[src/rtl/fetch_unit.sv]
`timescale 1ns/1ps
// -----------------------------------------------------------------------------
// fetch_unit
//
// Fetch stage of the 6-stage core. It owns the fetch PC and issues requests to
// a synchronous instruction memory with one cycle of read latency. It delivers
// the IF/ID pipeline register to decode.
//
// Words that come back while decode is stalled are parked in a small circular
// skid buffer. No fetch is lost or duplicated across stalls. The issue rule
// never lets buffered words plus the outstanding request exceed the buffer
// depth, so a returning word always has a slot.
//
// An execute-stage redirect (PCSrcE = 01/10) has the highest priority, above
// StallF. The redirect cycle does the following:
//   - loads the aligned target into the PC,
//   - clears the buffer,
//   - drops the word returning in that cycle,
//   - puts a bubble into IF/ID.
//
// Ports
//   clk, rst            clock (rising edge), asynchronous active-high reset
//   StallF              hold PC, issue no new request
//   StallD              hold IF/ID outputs
//   FlushD              load a bubble into IF/ID
//   PCSrcE[1:0]         00 seq, 01 branch/jal (PCTargetE), 10 jalr
//                       (ALUResultE), 11 treated as seq
//   PCTargetE, ALUResultE  redirect targets
//   imem_req/imem_addr  read request and address (address == PCF)
//   imem_rdata          word for the request issued the previous cycle
//   PCF                 current fetch PC
//   InstrD, PCD, PCPlus4D, ValidD   IF/ID register
// -----------------------------------------------------------------------------
module fetch_unit #(
  parameter int unsigned       XLEN      = 32,
  parameter logic [XLEN-1:0]   RESET_PC  = 32'h0000_0000,
  parameter int unsigned       BUF_DEPTH = 2,
  parameter logic [31:0]       NOP       = 32'h0000_0013
) (
  input  logic            clk,
  input  logic            rst,
  input  logic            StallF,
  input  logic            StallD,
  input  logic            FlushD,
  input  logic [1:0]      PCSrcE,
  input  logic [XLEN-1:0] PCTargetE,
  input  logic [XLEN-1:0] ALUResultE,
  output logic            imem_req,
  output logic [XLEN-1:0] imem_addr,
  input  logic [31:0]     imem_rdata,
  output logic [XLEN-1:0] PCF,
  output logic [31:0]     InstrD,
  output logic [XLEN-1:0] PCD,
  output logic [XLEN-1:0] PCPlus4D,
  output logic            ValidD
);

  localparam int unsigned    PTR_W   = $clog2(BUF_DEPTH);
  // One extra bit so the count can represent "full" and count+inflight.
  localparam int unsigned    CNT_W   = PTR_W + 1;
  localparam logic [CNT_W-1:0] DEPTH_C = CNT_W'(BUF_DEPTH);
  localparam logic [XLEN-1:0]  FOUR    = XLEN'(4);
  localparam logic [XLEN-1:0]  ALIGN_M = ~XLEN'(3);

  typedef enum logic [1:0] {
    PC_SEQ    = 2'b00,
    PC_BRANCH = 2'b01,
    PC_JALR   = 2'b10,
    PC_RSVD   = 2'b11
  } pc_src_e;

  typedef struct packed {
    logic [31:0]     instr;
    logic [XLEN-1:0] pc;
  } entry_t;

  // ---------------------------------------------------------------------------
  // State
  // ---------------------------------------------------------------------------
  logic [XLEN-1:0]  pcf_q;
  logic             inflight_q;
  logic [XLEN-1:0]  inflight_pc_q;

  entry_t           buf_q [BUF_DEPTH];
  logic [PTR_W-1:0] head_q, tail_q;
  logic [CNT_W-1:0] count_q;

  logic [31:0]      instr_d_q;
  logic [XLEN-1:0]  pcd_q;
  logic [XLEN-1:0]  pcplus4d_q;
  logic             validd_q;

  // ---------------------------------------------------------------------------
  // Redirect decode
  // ---------------------------------------------------------------------------
  logic            redirect;
  logic [XLEN-1:0] redirect_pc;

  // NOTE: every combinational output gets a default first so no path leaves it
  // unassigned, which would otherwise infer a latch.
  always_comb begin
    redirect    = 1'b0;
    redirect_pc = '0;
    case (pc_src_e'(PCSrcE))
      PC_BRANCH: begin
        redirect    = 1'b1;
        redirect_pc = PCTargetE & ALIGN_M;
      end
      // Clearing bits[1:0] also covers the jalr rule that clears bit0.
      PC_JALR: begin
        redirect    = 1'b1;
        redirect_pc = ALUResultE & ALIGN_M;
      end
      default: ;
    endcase
  end

  // ---------------------------------------------------------------------------
  // Issue and data-path control
  // ---------------------------------------------------------------------------
  logic [CNT_W-1:0] occupancy;
  logic             issue;
  logic             buf_empty;
  logic             ifid_load;   // IF/ID takes a real word (buffer or memory)
  logic             pop;
  logic             bypass;      // returning word goes straight to IF/ID
  logic             push;

  // Buffered words plus the outstanding request must never exceed the depth.
  // Otherwise a returning word could find the buffer full.
  assign occupancy = count_q + CNT_W'(inflight_q);
  assign issue     = !StallF && !redirect && (occupancy < DEPTH_C);
  assign imem_req  = !rst && issue;
  assign imem_addr = pcf_q;

  assign buf_empty = (count_q == '0);
  assign ifid_load = !redirect && !FlushD && !StallD;
  assign pop       = ifid_load && !buf_empty;
  assign bypass    = ifid_load && buf_empty && inflight_q;
  // A word returning during a redirect belongs to the wrong path and is dropped.
  assign push      = inflight_q && !redirect && !bypass;

  // ---------------------------------------------------------------------------
  // PC and in-flight tracking
  // ---------------------------------------------------------------------------
  // NOTE: sequential state is updated with non-blocking assignments only. Every
  // register then samples the pre-edge values of the others.
  always_ff @(posedge clk or posedge rst) begin
    if (rst) begin
      pcf_q         <= RESET_PC;
      inflight_q    <= 1'b0;
      inflight_pc_q <= '0;
    end else begin
      if (redirect) begin
        pcf_q <= redirect_pc;
      end else if (issue) begin
        pcf_q <= pcf_q + FOUR;
      end
      inflight_q <= issue;
      if (issue) begin
        inflight_pc_q <= pcf_q;
      end
    end
  end

  // ---------------------------------------------------------------------------
  // Skid buffer
  // ---------------------------------------------------------------------------
  // NOTE: the entry storage has no reset. An entry is only read after a push
  // has written it, because head/tail/count are reset. This keeps the array a
  // plain memory.
  always_ff @(posedge clk) begin
    if (push) begin
      buf_q[tail_q] <= '{instr: imem_rdata, pc: inflight_pc_q};
    end
  end

  always_ff @(posedge clk or posedge rst) begin
    if (rst) begin
      head_q  <= '0;
      tail_q  <= '0;
      count_q <= '0;
    end else if (redirect) begin
      head_q  <= '0;
      tail_q  <= '0;
      count_q <= '0;
    end else begin
      // Power-of-two depth: pointers wrap naturally.
      if (push) tail_q <= tail_q + PTR_W'(1);
      if (pop)  head_q <= head_q + PTR_W'(1);
      case ({push, pop})
        2'b10:   count_q <= count_q + CNT_W'(1);
        2'b01:   count_q <= count_q - CNT_W'(1);
        default: ;  // a push and a pop together leave the count unchanged
      endcase
    end
  end

  // ---------------------------------------------------------------------------
  // IF/ID register
  // ---------------------------------------------------------------------------
  always_ff @(posedge clk or posedge rst) begin
    if (rst) begin
      instr_d_q  <= NOP;
      pcd_q      <= '0;
      pcplus4d_q <= FOUR;
      validd_q   <= 1'b0;
    end else if (redirect || FlushD) begin
      // A flush wins over a decode stall.
      instr_d_q <= NOP;
      validd_q  <= 1'b0;
    end else if (StallD) begin
      // hold
    end else if (!buf_empty) begin
      // Older buffered words go first, so order is preserved.
      instr_d_q  <= buf_q[head_q].instr;
      pcd_q      <= buf_q[head_q].pc;
      pcplus4d_q <= buf_q[head_q].pc + FOUR;
      validd_q   <= 1'b1;
    end else if (inflight_q) begin
      instr_d_q  <= imem_rdata;
      pcd_q      <= inflight_pc_q;
      pcplus4d_q <= inflight_pc_q + FOUR;
      validd_q   <= 1'b1;
    end else begin
      // Nothing to deliver: bubble, PC fields keep their last value.
      instr_d_q <= NOP;
      validd_q  <= 1'b0;
    end
  end

  assign PCF      = pcf_q;
  assign InstrD   = instr_d_q;
  assign PCD      = pcd_q;
  assign PCPlus4D = pcplus4d_q;
  assign ValidD   = validd_q;

endmodule

[config.mk]
export PLATFORM = sky130hd
export DESIGN_NAME = fetch_unit
export DESIGN_NICKNAME = d
export VERILOG_FILES = /design/src/rtl/fetch_unit.sv
export SDC_FILE = /design/constraint.sdc
export NUM_CORES = 1
export LEC_CHECK = 0
export ABC_AREA = 1
export CAP_MARGIN = 20
export CORE_MARGIN = 4
export CORE_UTILIZATION = 56
export DETAILED_ROUTE_END_ITERATION = 8
export GPL_TIMING_DRIVEN = 0
export MAX_ROUTING_LAYER = met4
export PLACE_DENSITY = 0.83
export REMOVE_ABC_BUFFERS = 1
export SYNTH_ARGS = -nofsm -noshare
export SYNTH_HDL_FRONTEND = slang
export SYNTH_SLANG_ARGS = --single-unit
[constraint.sdc]
create_clock -name clk -period 13.2 [get_ports clk]
set_input_delay 2.64 -clock clk [delete_from_list [all_inputs] [get_ports clk]]
set_output_delay 2.64 -clock clk [all_outputs]
set_load 0.03 [all_outputs]
==> reports/metrics.csv, run 1 <==
stage,metric,value,unit
timing,hold_ws,0.4791,ns
timing,setup TNS,0,ns
timing,max-slew violations,0,
synth,Post-synth ARST share,56.03,%
floorplan,Core Area,23400,µm²
timing,Max Clock Skew,0.01643,ns
clocking,Worst-path clk slew,0.06,ns
finish,share of cells above drive strength 1,7.021,%
critical_path,maximum fanout along the worst path,28,
synth,post-synthesis mux area share,0,%
outcome,outcome,finished clean,
drt,via/cell ratio,5.559,
clocking,Longest Clk Path Bufs,3,
synth,"EDFF count, synth",124,
timing,RSZ-0062 raised after global routing,no,
clocking,CTS Buf Count,28,
clocking,Resize count post-CTS,0,
place,placer congestion estimate,0.9013,
synth,"FF+latch count, synth",282,
synth,distinct cell type count after synthesis,43,
timing,"Hold Vio Cnt, Final",0,
finish,antenna fix cells,0,
floorplan,num ports,265,
synth,dominant cells by area after synthesis,"dfrtp_1 (29%), edfxtp_1 (28%), nand2_1 (14%), nor2_1 (4.7%), o21ai_0 (3.2%)",
timing,maximum clock rate,0.1185,GHz
grt,first-pass GRT wire length,57620,µm
min_path,Hold Path Class,reg2reg,
synth,compound-cell area share of the yosys netlist,9.915,%
finish,Final Instance Count excl. Fillers,2014,
floorplan,Die W,162.0,µm
synth,post-synthesis cell count,1474,
clocking,Hold Buf Count CTS,0,
critical_path,Setup CP Type,in2out,
synth,area share of the largest cell type after synthesis,29.00,%
critical_path,CP peak stage delay,0.72,ns
critical_path,CP Data Required Time,10.56,ns
synth,largest family of logic cells by synthesized area,simple AND/OR/NAND/NOR gates,
grt,Congestion Overflow GR,0,
synth,most used standard cell by instance count after synthesis,nand2_1,
power,VDD IR max,0.1100,mV
place,Placed Area,15910,µm²
clocking,count of clock tree sinks,282,
critical_path,"Cell Chain, Critical Path","clkdlybuf4s50_1, inv_1, ha_1, buf_16, inv_2, nor2_1, nand3_2, nor2_1, clkdlybuf4s50_1",
synth,synth cell count leaders,"nand2_1 (480), nor2_1 (168), dfrtp_1 (154), edfxtp_1 (124), o21ai_0 (86)",
critical_path,Top delay family on crit path,buffers and inverters,
clocking,CTS H-tree lvls,1,
drt,Post-DRT Antenna Nets,0,
clocking,root buf cell,clkbuf_16,
drt,DRT iter0 DRCs,873,
synth,cell area after synthesis,13290,µm²
grt,initial antenna violation count,0,
drt,DR WL/cell,17.80,µm
critical_path,CP Data Arrival Time,5.80,ns
synth,XOR/XNOR Fraction of Synth Area,0.3296,%
critical_path,Worst setup SP type,input pin,
synth,biggest area consumer among synthesized cells,dfrtp_1,
critical_path,CP Capture Type,output pin,
critical_path,"Buf+Inv Stages, Crit Path",5,
finish,number of fillers in the final layout,1722,
synth,Synth Flop Type,dfrtp_1,
synth,adder-cell share of the synthesized area,0.3766,%
finish,area delta synth->final,26.96,%
grt,vias in the first global route,11263,
place,dpl hpwl,24060,µm
synth,mean post-synth cell area,9.015,µm²
floorplan,Cell Rows,56,
clocking,setup bufs post-CTS,0,
timing,Period minus WS final,8.442,ns
place,number of buffers added on ports,252,
grt,GRT Overall Usage,27.71,%
run,Max-cap violations,0,
critical_path,CP max-delay cell,clkdlybuf4s50_1,
clocking,CTS tree,done,
floorplan,Die ar.,26260,µm²
timing,final clock period utilization by the worst path,63.96,%
drt,Pre-antenna DRT Iters,8,
floorplan,starting density of the core,56.78,%
finish,Layout Nets,1780,
timing,Worst-Margin Slew,1.075,ns
synth,Yosys Warn Count,0,
drt,Total Routed Length,35860,µm
synth,sequential element share of the synthesized area,57.82,%
drt,DRC,0,
finish,Final Cell Area,16870,µm²
drt,DR vias,11195,
place,dpl cells,1960,
synth,Post-Synth Simple-Gate Area,24.46,%
power,Static Leak,6.988,nW
timing,final setup violation count,0,
grt,pin count of the biggest net entering global routing,109,
clocking,Worst-Skew Late Latency,0.55,ns
timing,Max-slew headroom,28.22,%
floorplan,Die Span Y,162.0,µm
power,PD cells,179.5,nW/µm²
metrics by stage:
step	total power [mW]	util, %	worst slack (ns)
final	3.028	72.09	4.758
after global routing	3.171	72.09	4.637
after CTS	3.033	71.87	4.801
after detailed placement	2.247	67.97	4.867
after global placement	2.211	66.68	2.644
after floorplan	1.789	-	4.782
metal layers:
layer,part of all wire (%),up-vias,global-route usage [%]
met4,2.6,0,8.266
met1,42,5365,37.82
li1,-,5265,-
met2,48,493,44.37
met3,7.2,72,3.476
met5,0,-,-
flip-flops by register name (all words and copies together) (netlist names):
signal and flops:
buf_q 124, InstrD 32, PCD 30, PCF 30
PCPlus4D 30, inflight_pc_q 30, count_q 2, ValidD 1
head_q 1, inflight_q 1, tail_q 1
final cells by class:
class                           instances  area (µm²)  share of cell area [%]
Sequential cell                       282        7684                   45.55
Inverter                               82       316.6                   1.876
Clock inverter                         15       138.9                  0.8233
Multi-Input combinational cell       1013        4720                   27.98
Timing Repair Buffer                  266        2838                   16.82
Tap cell                              319       399.1                   2.366
Clock buffer                           37       774.5                   4.591
cell usage in the layout, fill, tap and decap left out, types with 3 or more instances in the layout:
cell	netlist	final
a211oi_1	4	4
a21oi_1	37	37
a221o_1	10	10
a221oi_1	6	6
a22o_1	8	8
a31oi_1	4	4
buf_12	0	7
buf_16	0	4
clkbuf_1	29	5
clkbuf_16	0	30
clkbuf_8	0	4
clkdlybuf4s50_1	0	252
clkinv_2	0	12
conb_1	1	8
dfrtp_1	154	153
dfstp_2	4	4
edfxtp_1	124	124
ha_1	4	4
inv_1	76	75
inv_2	5	5
nand2_1	480	480
nand2_2	17	17
nand3_1	78	77
nor2_1	168	165
nor2_2	11	11
nor2_4	10	13
nor3_1	16	16
o211ai_1	11	11
o21a_1	3	3
o21ai_0	86	86
o21bai_1	6	6
o311ai_0	16	16
o311ai_1	9	9
xor2_1	5	5
report_power, final:
part           internal (mW)  switching, mW  total (mW)
clock                  0.452          0.337       0.789
combinational          0.381          0.627        1.01
sequential              1.10          0.136        1.23
total                   1.93           1.10        3.03
worst paths after layout:
kind	to	slack, ns	cells after the start	start
max	imem_req	4.76	9	PCSrcE[0]
max in group asynchronous	inflight_pc_q[17]$_DFFE_PP0P_	9.76	3	rst
max reg2reg	PCPlus4D[16]$_DFFE_PP0P_	9.92	11	count_q[0]$_DFFE_PP0P_
min	PCPlus4D[3]$_DFFE_PP0P_	0.48	2	PCPlus4D[3]$_DFFE_PP0P_
min reg2reg	PCPlus4D[3]$_DFFE_PP0P_	0.48	2	PCPlus4D[3]$_DFFE_PP0P_
min in group asynchronous	InstrD[12]$_DFFE_PP0P_	2.53	2	rst
logic make-up after synthesis:
kind of cell / Yosys count
compound gates: 208
xor+xnor: 5
fa+ha+maj: 4
buf+inv: 186
flops: 282
other cells: 1
simple gates: 788
tightest hold or removal path, stage by stage (launching register included):
cell and delay [ns]:
dfrtp_1 0.34, nand2_1 0.05, nand2_1 0.05
Power figures use the tool's default switching activity.
==> run 2, diff against run 1 <==
--- a/config.mk
+++ b/config.mk
@@ -8,11 +8,11 @@
 export ABC_AREA = 1
 export CAP_MARGIN = 20
 export CORE_MARGIN = 4
-export CORE_UTILIZATION = 56
+export CORE_UTILIZATION = 47
 export DETAILED_ROUTE_END_ITERATION = 8
 export GPL_TIMING_DRIVEN = 0
 export MAX_ROUTING_LAYER = met4
-export PLACE_DENSITY = 0.83
+export PLACE_DENSITY = 0.74
 export REMOVE_ABC_BUFFERS = 1
 export SYNTH_ARGS = -nofsm -noshare
 export SYNTH_HDL_FRONTEND = slang
==> constraint.sdc (replaced) <==
create_clock -name clk -period 6.9 [get_ports clk]
set_input_delay 1.38 -clock clk [delete_from_list [all_inputs] [get_ports clk]]
set_output_delay 1.38 -clock clk [all_outputs]
set_load 0.03 [all_outputs]
==> reports/metrics.csv, run 2 (synthesis gave the netlist of run 1 again) <==
stage,metric,value,unit,change
outcome,outcome,finished clean,,
drt,Pre-antenna DRT Iters,5,,-3
place,dpl hpwl,24430,µm,+1.5%
timing,final clock period utilization by the worst path,84.20,%,
place,Placed Area,15960,µm²,+0.34%
finish,Largest Register,buf_q,,
finish,antenna fix cells,0,,unchanged
timing,maximum clock rate,0.1721,GHz,
power,Comb pwr share,33.4,%,about the same
finish,most frequent cells in the layout,"nand2_1 (480), clkdlybuf4s50_1 (252), nor2_1 (165)",,
floorplan,Die ar.,31030,µm²,+18%
grt,GRT Overall Usage,23.07,%,-4.6 points
drt,Post-DRT Antenna Nets,0,,unchanged
place,dpl ws,1.123,ns,-3.744 ns
power,Sw Pwr,2.059,mW,+87%
clocking,CTS H-tree lvls,1,,unchanged
clocking,CTS tree,done,,
finish,area delta synth->final,27.07,%,about the same
critical_path,maximum fanout along the worst path,26,,-7.1%
drt,DR WL/cell,17.11,µm,-3.9%
grt,Congestion Overflow GR,0,,unchanged
power,Static Leak,6.952,nW,-0.52%
finish,Layout Nets,1779,,-0.056%
finish,max FFs per register,124,,unchanged
drt,via/cell ratio,5.240,,-5.7%
drt,DRT iter0 DRCs,859,,-1.6%
power,PD cells,340.1,nW/µm²,+89%
clocking,Resize count post-CTS,0,,unchanged
drt,Total Routed Length,35450,µm,-1.1%
timing,Period minus WS final,5.810,ns,
drt,DR vias,10852,,-3.1%
critical_path,Setup CP Type,in2out,,
timing,Worst-Margin Slew,1.080,ns,+0.005288 ns
timing,setup TNS,0,ns,unchanged
critical_path,CP Capture Type,output pin,,
place,placer congestion estimate,0.8862,,-1.7%
clocking,count of clock tree sinks,282,,unchanged
finish,post-layout util,60.61,%,-11 points
power,VDD IR max,0.1964,mV,+79%
timing,PnR worst setup slack,1.090,ns,-3.668 ns
finish,"most common cell after layout, fill and taps aside",nand2_1,,
finish,share of cells above drive strength 1,6.497,%,-0.52 points
power,internal power,3.683,mW,+91%
clocking,setup bufs post-CTS,0,,unchanged
floorplan,Die Span Y,176.1,µm,+8.7%
critical_path,Worst setup SP type,input pin,,
grt,vias in the first global route,10626,,-5.7%
grt,initial antenna violation count,0,,unchanged
grt,first-pass GRT wire length,56520,µm,-1.9%
timing,max-slew violations,0,,unchanged
floorplan,Core Area,27860,µm²,+19%
timing,"Hold Vio Cnt, Final",0,,unchanged
power,switching fraction of total power,35.87,%,-0.43 points
place,number of buffers added on ports,252,,unchanged
drt,DRC,0,,unchanged
critical_path,CP Data Required Time,5.52,ns,-5.04 ns
timing,Max-slew headroom,27.97,%,-0.25 points
timing,hold_ws,0.4709,ns,-0.008115 ns
finish,Final Cell Area,16880,µm²,about the same
grt,pin count of the biggest net entering global routing,113,,+3.7%
run,Max-cap violations,0,,unchanged
power,sequential power share,40.9,%,+0.2 points
floorplan,num ports,265,,unchanged
clocking,root buf cell,clkbuf_16,,
finish,total area of sequential cells,7684,µm²,unchanged
clocking,Longest Clk Path Bufs,3,,unchanged
clocking,Worst-Skew Late Latency,0.54,ns,about the same
finish,multi-input logic area,4720,µm²,unchanged
critical_path,CP Data Arrival Time,4.43,ns,-1.37 ns
timing,RSZ-0062 raised after global routing,no,,
clocking,Hold Buf Count CTS,0,,unchanged
timing,Max Clock Skew,0.01014,ns,-0.006286 ns
finish,number of fillers in the final layout,2329,,+35%
clocking,Worst-path clk slew,0.06,ns,about the same
floorplan,Die W,176.1,µm,+8.7%
floorplan,starting density of the core,47.70,%,-9.1 points
timing,final setup violation count,0,,unchanged
floorplan,Cell Rows,61,,+8.9%
clocking,CTS Buf Count,28,,unchanged
min_path,Hold Path Class,reg2reg,,
power,Clock Power Share,25.7,%,-0.4 points
run 2: layout make-up:
cell class	count	area share [%]
sequential	282	45.51
multi-input combinational	1013	27.95
timing repair buffer	265	16.66
clock inverter	10	0.5854
clock buffer	41	4.624
inverter	82	1.875
tap	378	2.801
run 2: power by group through the flow:
stage	clock network, mW	logic (mW)	registers (mW)
2_1_floorplan	0	0.596	2.83
3_3_place_gp	0	1.87	2.38
3_5_place_dp	0	1.91	2.38
4_1_cts	1.50	1.92	2.35
5_1_grt	1.57	2.06	2.40
6_report	1.48	1.92	2.35
run 2: worst max-delay path: stages:
cell and delay [ns]:
clkdlybuf4s50_1 0.48, inv_1 0.05, ha_1 0.55, inv_2 0.35, nor2_1 0.23, nand3_2 0.45
nor2_1 0.23, clkdlybuf4s50_1 0.70
run 2: worst paths after layout:
check | slack, ns | startpoint | end | cells after the start
max in group asynchronous | 4.73 | rst | PCPlus4D[29]$_DFFE_PP0P_ | 3
worst max-delay path | 1.09 | PCSrcE[0] | imem_req | 8
worst min-delay path | 0.47 | inflight_pc_q[31]$_DFFE_PP0P_ | buf_q[1][31]$_DFFE_PP_ | 0
min in group asynchronous | 1.28 | rst | InstrD[10]$_DFFE_PP0P_ | 2
worst min register to register | 0.47 | inflight_pc_q[31]$_DFFE_PP0P_ | buf_q[1][31]$_DFFE_PP_ | 0
worst max register to register | 3.62 | count_q[0]$_DFFE_PP0P_ | PCPlus4D[14]$_DFFE_PP0P_ | 8
run 2: metrics by stage:
stage / total power [mW] / cells
finish: 5.742 / 2071
global route: 6.036 / 2071
CTS: 5.776 / 2069
detailed placement: 4.294 / 2018
global placement: 4.247 / 2007
floorplan: 3.422 / 1377
run 2: layer usage:
metal | vias up | routed length (µm) | GRT usage (%)
li1 | 5265 | - | -
met1 | 5169 | 15820 | 31.60
met2 | 370 | 16910 | 37.39
met3 | 48 | 2093 | 3.126
met4 | 0 | 620 | 4.841
met5 | - | 0 | -
